File: config.mk
export PLATFORM = sky130hd
export DESIGN_NAME = fifo_drain_serializer_flat
export DESIGN_NICKNAME = d
export VERILOG_FILES = /design/src/rtl/fifo_drain_serializer_if.sv /design/src/rtl/fifo_drain_serializer.sv /design/src/flat_wrapper.sv
export SDC_FILE = /design/constraint.sdc
export NUM_CORES = 1
export LEC_CHECK = 0
export ABC_AREA = 1
export BUFFER_PORTS_ARGS = -buffer_cell sky130_fd_sc_hd__buf_4
export CAP_MARGIN = 20
export CORE_MARGIN = 3
export CORE_UTILIZATION = 35
export CTS_CLUSTER_SIZE = 24
export DETAILED_ROUTE_END_ITERATION = 10
export SLEW_MARGIN = 20
export SYNTH_ARGS = -nofsm -noshare
export SYNTH_HDL_FRONTEND = slang
export SYNTH_SLANG_ARGS = --single-unit
File: constraint.sdc
create_clock -name clk -period 2.03 [get_ports clk]
set_input_delay 0.406 -clock clk [delete_from_list [all_inputs] [get_ports clk]]
set_output_delay 0.406 -clock clk [all_outputs]
set_load 0.005 [all_outputs]
File: src/rtl/fifo_drain_serializer_if.sv
// Port bundle between the FIFO read side, the drain serializer and the beat sink.
// Stream handshake: a beat transfers on a rising edge where out_valid && out_ready;
// once out_valid is high it stays high, with out_data/out_last unchanged, until that transfer.
interface fifo_drain_serializer_if #(
    parameter int IN_WIDTH  = 16,
    parameter int OUT_WIDTH = 8,
    parameter int CNT_WIDTH = 16
);
    logic                 en;
    logic                 fifo_empty;
    logic [IN_WIDTH-1:0]  fifo_data;
    logic                 fifo_rd_en;
    logic [OUT_WIDTH-1:0] out_data;
    logic                 out_valid;
    logic                 out_ready;
    logic                 out_last;
    logic [CNT_WIDTH-1:0] words_drained;

    modport master (
        input  en, fifo_empty, fifo_data, out_ready,
        output fifo_rd_en, out_data, out_valid, out_last, words_drained
    );

    modport slave (
        output en, fifo_empty, fifo_data, out_ready,
        input  fifo_rd_en, out_data, out_valid, out_last, words_drained
    );
endinterface

File: src/rtl/fifo_drain_serializer.sv
// Pops words from a registered-read FIFO into a 3-entry prefetch queue and
// emits each word as IN_WIDTH/OUT_WIDTH beats, LSB first, on a valid/ready stream.
module fifo_drain_serializer #(
    parameter int IN_WIDTH  = 16,
    parameter int OUT_WIDTH = 8,
    parameter int CNT_WIDTH = 16
) (
    input  logic                      clk,
    input  logic                      rst_n,
    fifo_drain_serializer_if.master   bus
);
    localparam int RATIO  = IN_WIDTH / OUT_WIDTH;
    localparam int BEAT_W = (RATIO > 1) ? $clog2(RATIO) : 1;
    localparam int DEPTH  = 3;
    localparam logic [BEAT_W-1:0] LAST_BEAT = BEAT_W'(RATIO - 1);

    generate
        if ((IN_WIDTH % OUT_WIDTH) != 0 || IN_WIDTH < OUT_WIDTH) begin : g_bad_ratio
            $error("fifo_drain_serializer: IN_WIDTH must be a multiple of OUT_WIDTH");
        end
    endgenerate

    logic [IN_WIDTH-1:0]  r_queue [DEPTH];
    logic [1:0]           r_wr_idx;
    logic [1:0]           r_rd_idx;
    logic [1:0]           r_occ;
    logic                 r_inflight;
    logic [BEAT_W-1:0]    r_beat;
    logic [CNT_WIDTH-1:0] r_drained;

    logic [2:0]           w_slots_used;
    logic                 w_rd_en;
    logic                 w_valid;
    logic                 w_last_beat;
    logic                 w_hs;
    logic                 w_pop;
    logic [IN_WIDTH-1:0]  w_head;
    logic [OUT_WIDTH-1:0] w_beat_data;

    function automatic logic [1:0] next_idx(input logic [1:0] idx);
        return (idx == 2'd2) ? 2'd0 : idx + 2'd1;
    endfunction

    // A read in flight already owns a slot, so it counts against the queue depth.
    assign w_slots_used = {1'b0, r_occ} + {2'b00, r_inflight};
    assign w_rd_en      = bus.en && !bus.fifo_empty && (w_slots_used < 3'd3);

    assign w_valid      = (r_occ != 2'd0);
    assign w_last_beat  = (r_beat == LAST_BEAT);
    assign w_hs         = w_valid && bus.out_ready;
    assign w_pop        = w_hs && w_last_beat;

    assign w_head       = r_queue[r_rd_idx];
    assign w_beat_data  = w_head[int'(r_beat)*OUT_WIDTH +: OUT_WIDTH];

    assign bus.fifo_rd_en    = w_rd_en;
    assign bus.out_valid     = w_valid;
    assign bus.out_last      = w_valid && w_last_beat;
    assign bus.out_data      = w_valid ? w_beat_data : '0;
    assign bus.words_drained = r_drained;

    always_ff @(posedge clk or negedge rst_n) begin
        if (!rst_n) begin
            for (int i = 0; i < DEPTH; i++) begin
                r_queue[i] <= '0;
            end
            r_wr_idx   <= 2'd0;
            r_inflight <= 1'b0;
        end else begin
            r_inflight <= w_rd_en;
            // fifo_data belongs to the read issued on the previous edge.
            if (r_inflight) begin
                r_queue[r_wr_idx] <= bus.fifo_data;
                r_wr_idx          <= next_idx(r_wr_idx);
            end
        end
    end

    always_ff @(posedge clk or negedge rst_n) begin
        if (!rst_n) begin
            r_rd_idx  <= 2'd0;
            r_beat    <= '0;
            r_drained <= '0;
        end else if (w_hs) begin
            if (w_last_beat) begin
                r_beat    <= '0;
                r_rd_idx  <= next_idx(r_rd_idx);
                r_drained <= r_drained + 1'b1;
            end else begin
                r_beat    <= r_beat + 1'b1;
            end
        end
    end

    always_ff @(posedge clk or negedge rst_n) begin
        if (!rst_n) begin
            r_occ <= 2'd0;
        end else begin
            case ({r_inflight, w_pop})
                2'b10:   r_occ <= r_occ + 2'd1;
                2'b01:   r_occ <= r_occ - 2'd1;
                default: r_occ <= r_occ;
            endcase
        end
    end

    a_occ_no_overflow: assert property (
        @(posedge clk) disable iff (!rst_n)
        !(r_inflight && !w_pop && (r_occ == 2'd3))
    ) else $error("fifo_drain_serializer: prefetch queue overflow");

endmodule

File: src/flat_wrapper.sv
// flat-port wrapper written by rule: the top's interface ports become plain ports
module fifo_drain_serializer_flat 
#(
    parameter int IN_WIDTH  = 16,
    parameter int OUT_WIDTH = 8,
    parameter int CNT_WIDTH = 16
)
  (clk, rst_n, bus_en, bus_fifo_empty, bus_fifo_data, bus_out_ready, bus_fifo_rd_en, bus_out_data, bus_out_valid, bus_out_last, bus_words_drained);
  fifo_drain_serializer_if #(.IN_WIDTH(IN_WIDTH), .OUT_WIDTH(OUT_WIDTH), .CNT_WIDTH(CNT_WIDTH)) bus_i ();
  input  logic clk;
  input  logic rst_n;
  input wire logic [$bits(bus_i.en)-1:0] bus_en;
  input wire logic [$bits(bus_i.fifo_empty)-1:0] bus_fifo_empty;
  input wire logic [$bits(bus_i.fifo_data)-1:0] bus_fifo_data;
  input wire logic [$bits(bus_i.out_ready)-1:0] bus_out_ready;
  output wire logic [$bits(bus_i.fifo_rd_en)-1:0] bus_fifo_rd_en;
  output wire logic [$bits(bus_i.out_data)-1:0] bus_out_data;
  output wire logic [$bits(bus_i.out_valid)-1:0] bus_out_valid;
  output wire logic [$bits(bus_i.out_last)-1:0] bus_out_last;
  output wire logic [$bits(bus_i.words_drained)-1:0] bus_words_drained;
  assign bus_i.en = bus_en;
  assign bus_i.fifo_empty = bus_fifo_empty;
  assign bus_i.fifo_data = bus_fifo_data;
  assign bus_i.out_ready = bus_out_ready;
  assign bus_fifo_rd_en = bus_i.fifo_rd_en;
  assign bus_out_data = bus_i.out_data;
  assign bus_out_valid = bus_i.out_valid;
  assign bus_out_last = bus_i.out_last;
  assign bus_words_drained = bus_i.words_drained;
  fifo_drain_serializer #(.IN_WIDTH(IN_WIDTH), .OUT_WIDTH(OUT_WIDTH), .CNT_WIDTH(CNT_WIDTH)) u_core (.clk(clk), .rst_n(rst_n), .bus(bus_i));
endmodule
==> out/qor.txt <==
Status = finished, violations left
Violated checks = setup timing
FF+latch count, synth = 72
Max Fclk = 477 MHz
Die width = 104 µm
Fin. max-slew vios = 0
Post-synthesis xor/xnor area fraction = 0.0207
Clock latency on the worst-skew pair = 0.35 ns
Netlist Area Pre-Place = 3380 µm²
Grt total ovfl = 0
Crit share post-route = 1.03
Worst rel slew slack = 0.713
Ant diodes = 0
Total power = 0.00651 W
Crit start category = register
Max Root-Sink Buffers = 2
WL/cell = 13.2 µm
Area contributors post-synth = dfrtp_1 53%, nand2_1 18%, o21ai_0 7.8%
Hold Vio Cnt, Final = 0
Port Buffers = 47
Initial DRC count = 138
HPWL after detailed placement = 5260 µm
Global placer's final weighted congestion = 0.807
Clk slew on worst S/H paths = 0.08 ns
Setup ws final = -0.0643 ns
Worst min path class = input pin to register
Final setup viols = 1
CP Max Fanout = 2
Sequential fraction of the synthesis area = 0.533
Starting Density = 0.362
Initial antenna violation count = 0
Clock tree sinks = 72
Complex-gate fraction of the synthesized area = 0.0851
Via/cell ratio = 4.68
Worst path bufs/invs = 1
Largest family of logic cells by synthesized area = simple AND/OR/NAND/NOR gates
Largest net degree at the start of global routing = 42
CTS tree = yes
Drt pass-1 iters = 4
Fin nets = 503
Standard-cell rows = 35
Data arrival time of the worst path = 1.69 ns
Final Critical Period = 2.09 ns
Synth Warn # = 0
Die Span Y = 104 µm
ANT nets after route = 0
Worst setup path class = register to primary output
Critical Path Slowest Stage Cell = dfrtp_1
Area grow syn2layout = 32.6%
Total GRT Usage = 0.152
Die area = 10900 µm²
LEAKAGE = 2.35 nW
Most frequent cells in the layout = 140 x nand2_1, 71 x dfrtp_1, 53 x o21ai_0
Cells after Synth = 416
Most frequent cell on the critical path = ha_2
Final wirelength = 8100 µm
Fraction of layout cells with a size suffix above 1 = 0.284
Fraction of synthesized area in multiplexers = 0
Syn avg cell area = 8.13 µm²
Std-Cell Core Area = 9330 µm²
Synth area leader = dfrtp_1
First-pass GRT wire length = 13500 µm
RSZ-0062 raised after global routing = true
Worst slack, placed = 0.137 ns
Root Buffer = clkbuf_8
Maxcap violations = 0
H-tree levels = 3
Max incr delay on CP = 0.39 ns
Crit path required time = 1.62 ns
Routed via count = 2867
Io pins = 48
Crit path capture type = primary output
Family with the most delay on the worst path = flip-flops
Remaining DRCs = 0
Simple-gate share of the synthesized area = 0.283
Clock buffer count from CTS = 9
Yosys top cell area share = 0.533
Pwr dens = 1450 nW/µm²
Count of cell types in the netlist = 23
Peak supply drop = 860 µV
Critical-path cell list = ha_2 -> ha_2 -> or3b_4 -> a21oi_4 -> buf_6
Adder-cell area share of the yosys netlist = 0.0148
Commonest non-fill, non-tap cell in the layout = nand2_1
Vias in the first global route = 2865
Clock Skews = 0.00671 ns
Post-synth net total = 441
Slew at the pin closest to its max-slew limit = 0.431 ns
path summary, 6_finish.rpt:
path	from	to	slack (ns)	cells after the start
hold / removal	bus_fifo_data[14]	u_core.r_queue[14]$_DFFE_PN0P_	0.34	3
max in group asynchronous	rst_n	u_core.r_rd_idx[1]$_DFFE_PN0P_	0.92	3
setup / recovery	u_core.r_inflight$_DFF_PN0_	bus_fifo_rd_en	-0.06	5
setup reg to reg	u_core.r_occ[0]$_DFFE_PN0P_	u_core.r_occ[1]$_DFFE_PN0P_	0.23	9
min in group asynchronous	rst_n	u_core.bus.words_drained[3]$_DFFE_PN0P_	0.54	2
hold reg to reg	u_core.r_queue[30]$_DFFE_PN0P_	u_core.r_queue[30]$_DFFE_PN0P_	0.49	2
metrics by stage:
step	util	hold slack (ns)	setup TNS, ns	instance area [µm²]	cells
final	0.480	0.343	-0.0643	4480	612
after global routing	0.480	0.343	-0.498	4480	612
after CTS	0.451	0.291	-0.0896	4210	610
after detailed placement	0.422	0.379	0	3940	590
after global placement	0.422	0.372	0	3940	590
after floorplan	-	0.110	0	3380	416
cell families after synthesis:
group           count (synthesis)
xor+xnor                        8
fa+ha+maj                       4
compound gates                 57
buf+inv                        54
simple gates                  221
flops                          72
worst reg2reg max path, stage by stage (launching register included):
cell and delay, ns:
dfrtp_1 0.38, buf_4 0.16, inv_2 0.06, nand2_4 0.05, nand3_4 0.13, inv_2 0.11
ha_1 0.33, a21oi_1 0.11, o21ai_0 0.14, xor2_1 0.18
layer usage:
metal | track usage | part of all wire | up-vias
met5 | 0 | 0 | -
met4 | 0.0370 | 0.0085 | 0
met3 | 0.0503 | 0.055 | 8
met2 | 0.252 | 0.48 | 63
met1 | 0.190 | 0.45 | 1359
li1 | - | - | 1437
cells in the mapped netlist:
cell and count:
buf_2 1, clkbuf_1 9, nor2_1 12, xnor2_1 2, nor2_2 2, nand3b_1 3
o21ai_0 53, xor2_1 6, nand2_4 1, or3b_2 1, inv_1 40, dfrtp_1 72
o21bai_1 1, nand2_1 165, a21oi_1 3, nand3_4 1, nand3_1 25, ha_1 4
nor2_4 5, buf_4 1, nand4_1 6, inv_2 2, buf_6 1
report_power, final:
group          internal [W]  total [W]  switching, W
Combinational       0.00128    0.00280       0.00152
Sequential          0.00204    0.00249      0.000444
Clock              0.000693    0.00123      0.000535
registers in the layout, summed over array words and instances (netlist names):
signal,count
u_core.bus.words_drained,16
u_core.r_beat,1
u_core.r_occ,2
u_core.r_rd_idx,2
u_core.r_inflight,1
u_core.r_wr_idx,2
u_core.r_queue,48
area by class of cell:
class | count | area (µm²)
Multi-Input combinational cell | 290 | 1590
Clock inverter | 5 | 81.3
Tap cell | 129 | 161
Fill cell | 916 | 4850
Timing Repair Buffer | 63 | 559
Sequential cell | 72 | 1800
Inverter | 42 | 158
Clock buffer | 11 | 131
what timing repair did:
item / 4_1_cts / 5_1_grt
gates resized for setup: 8 / 65
setup endpoints to repair: 9 / 9
hold buffers: 1 / 0
pin swaps: 2 / 14
gates cloned: 0 / 1
endpoints found under the hold margin: 15 / 0
setup buffers: 3 / 1
(Power assumes the default switching activity.)
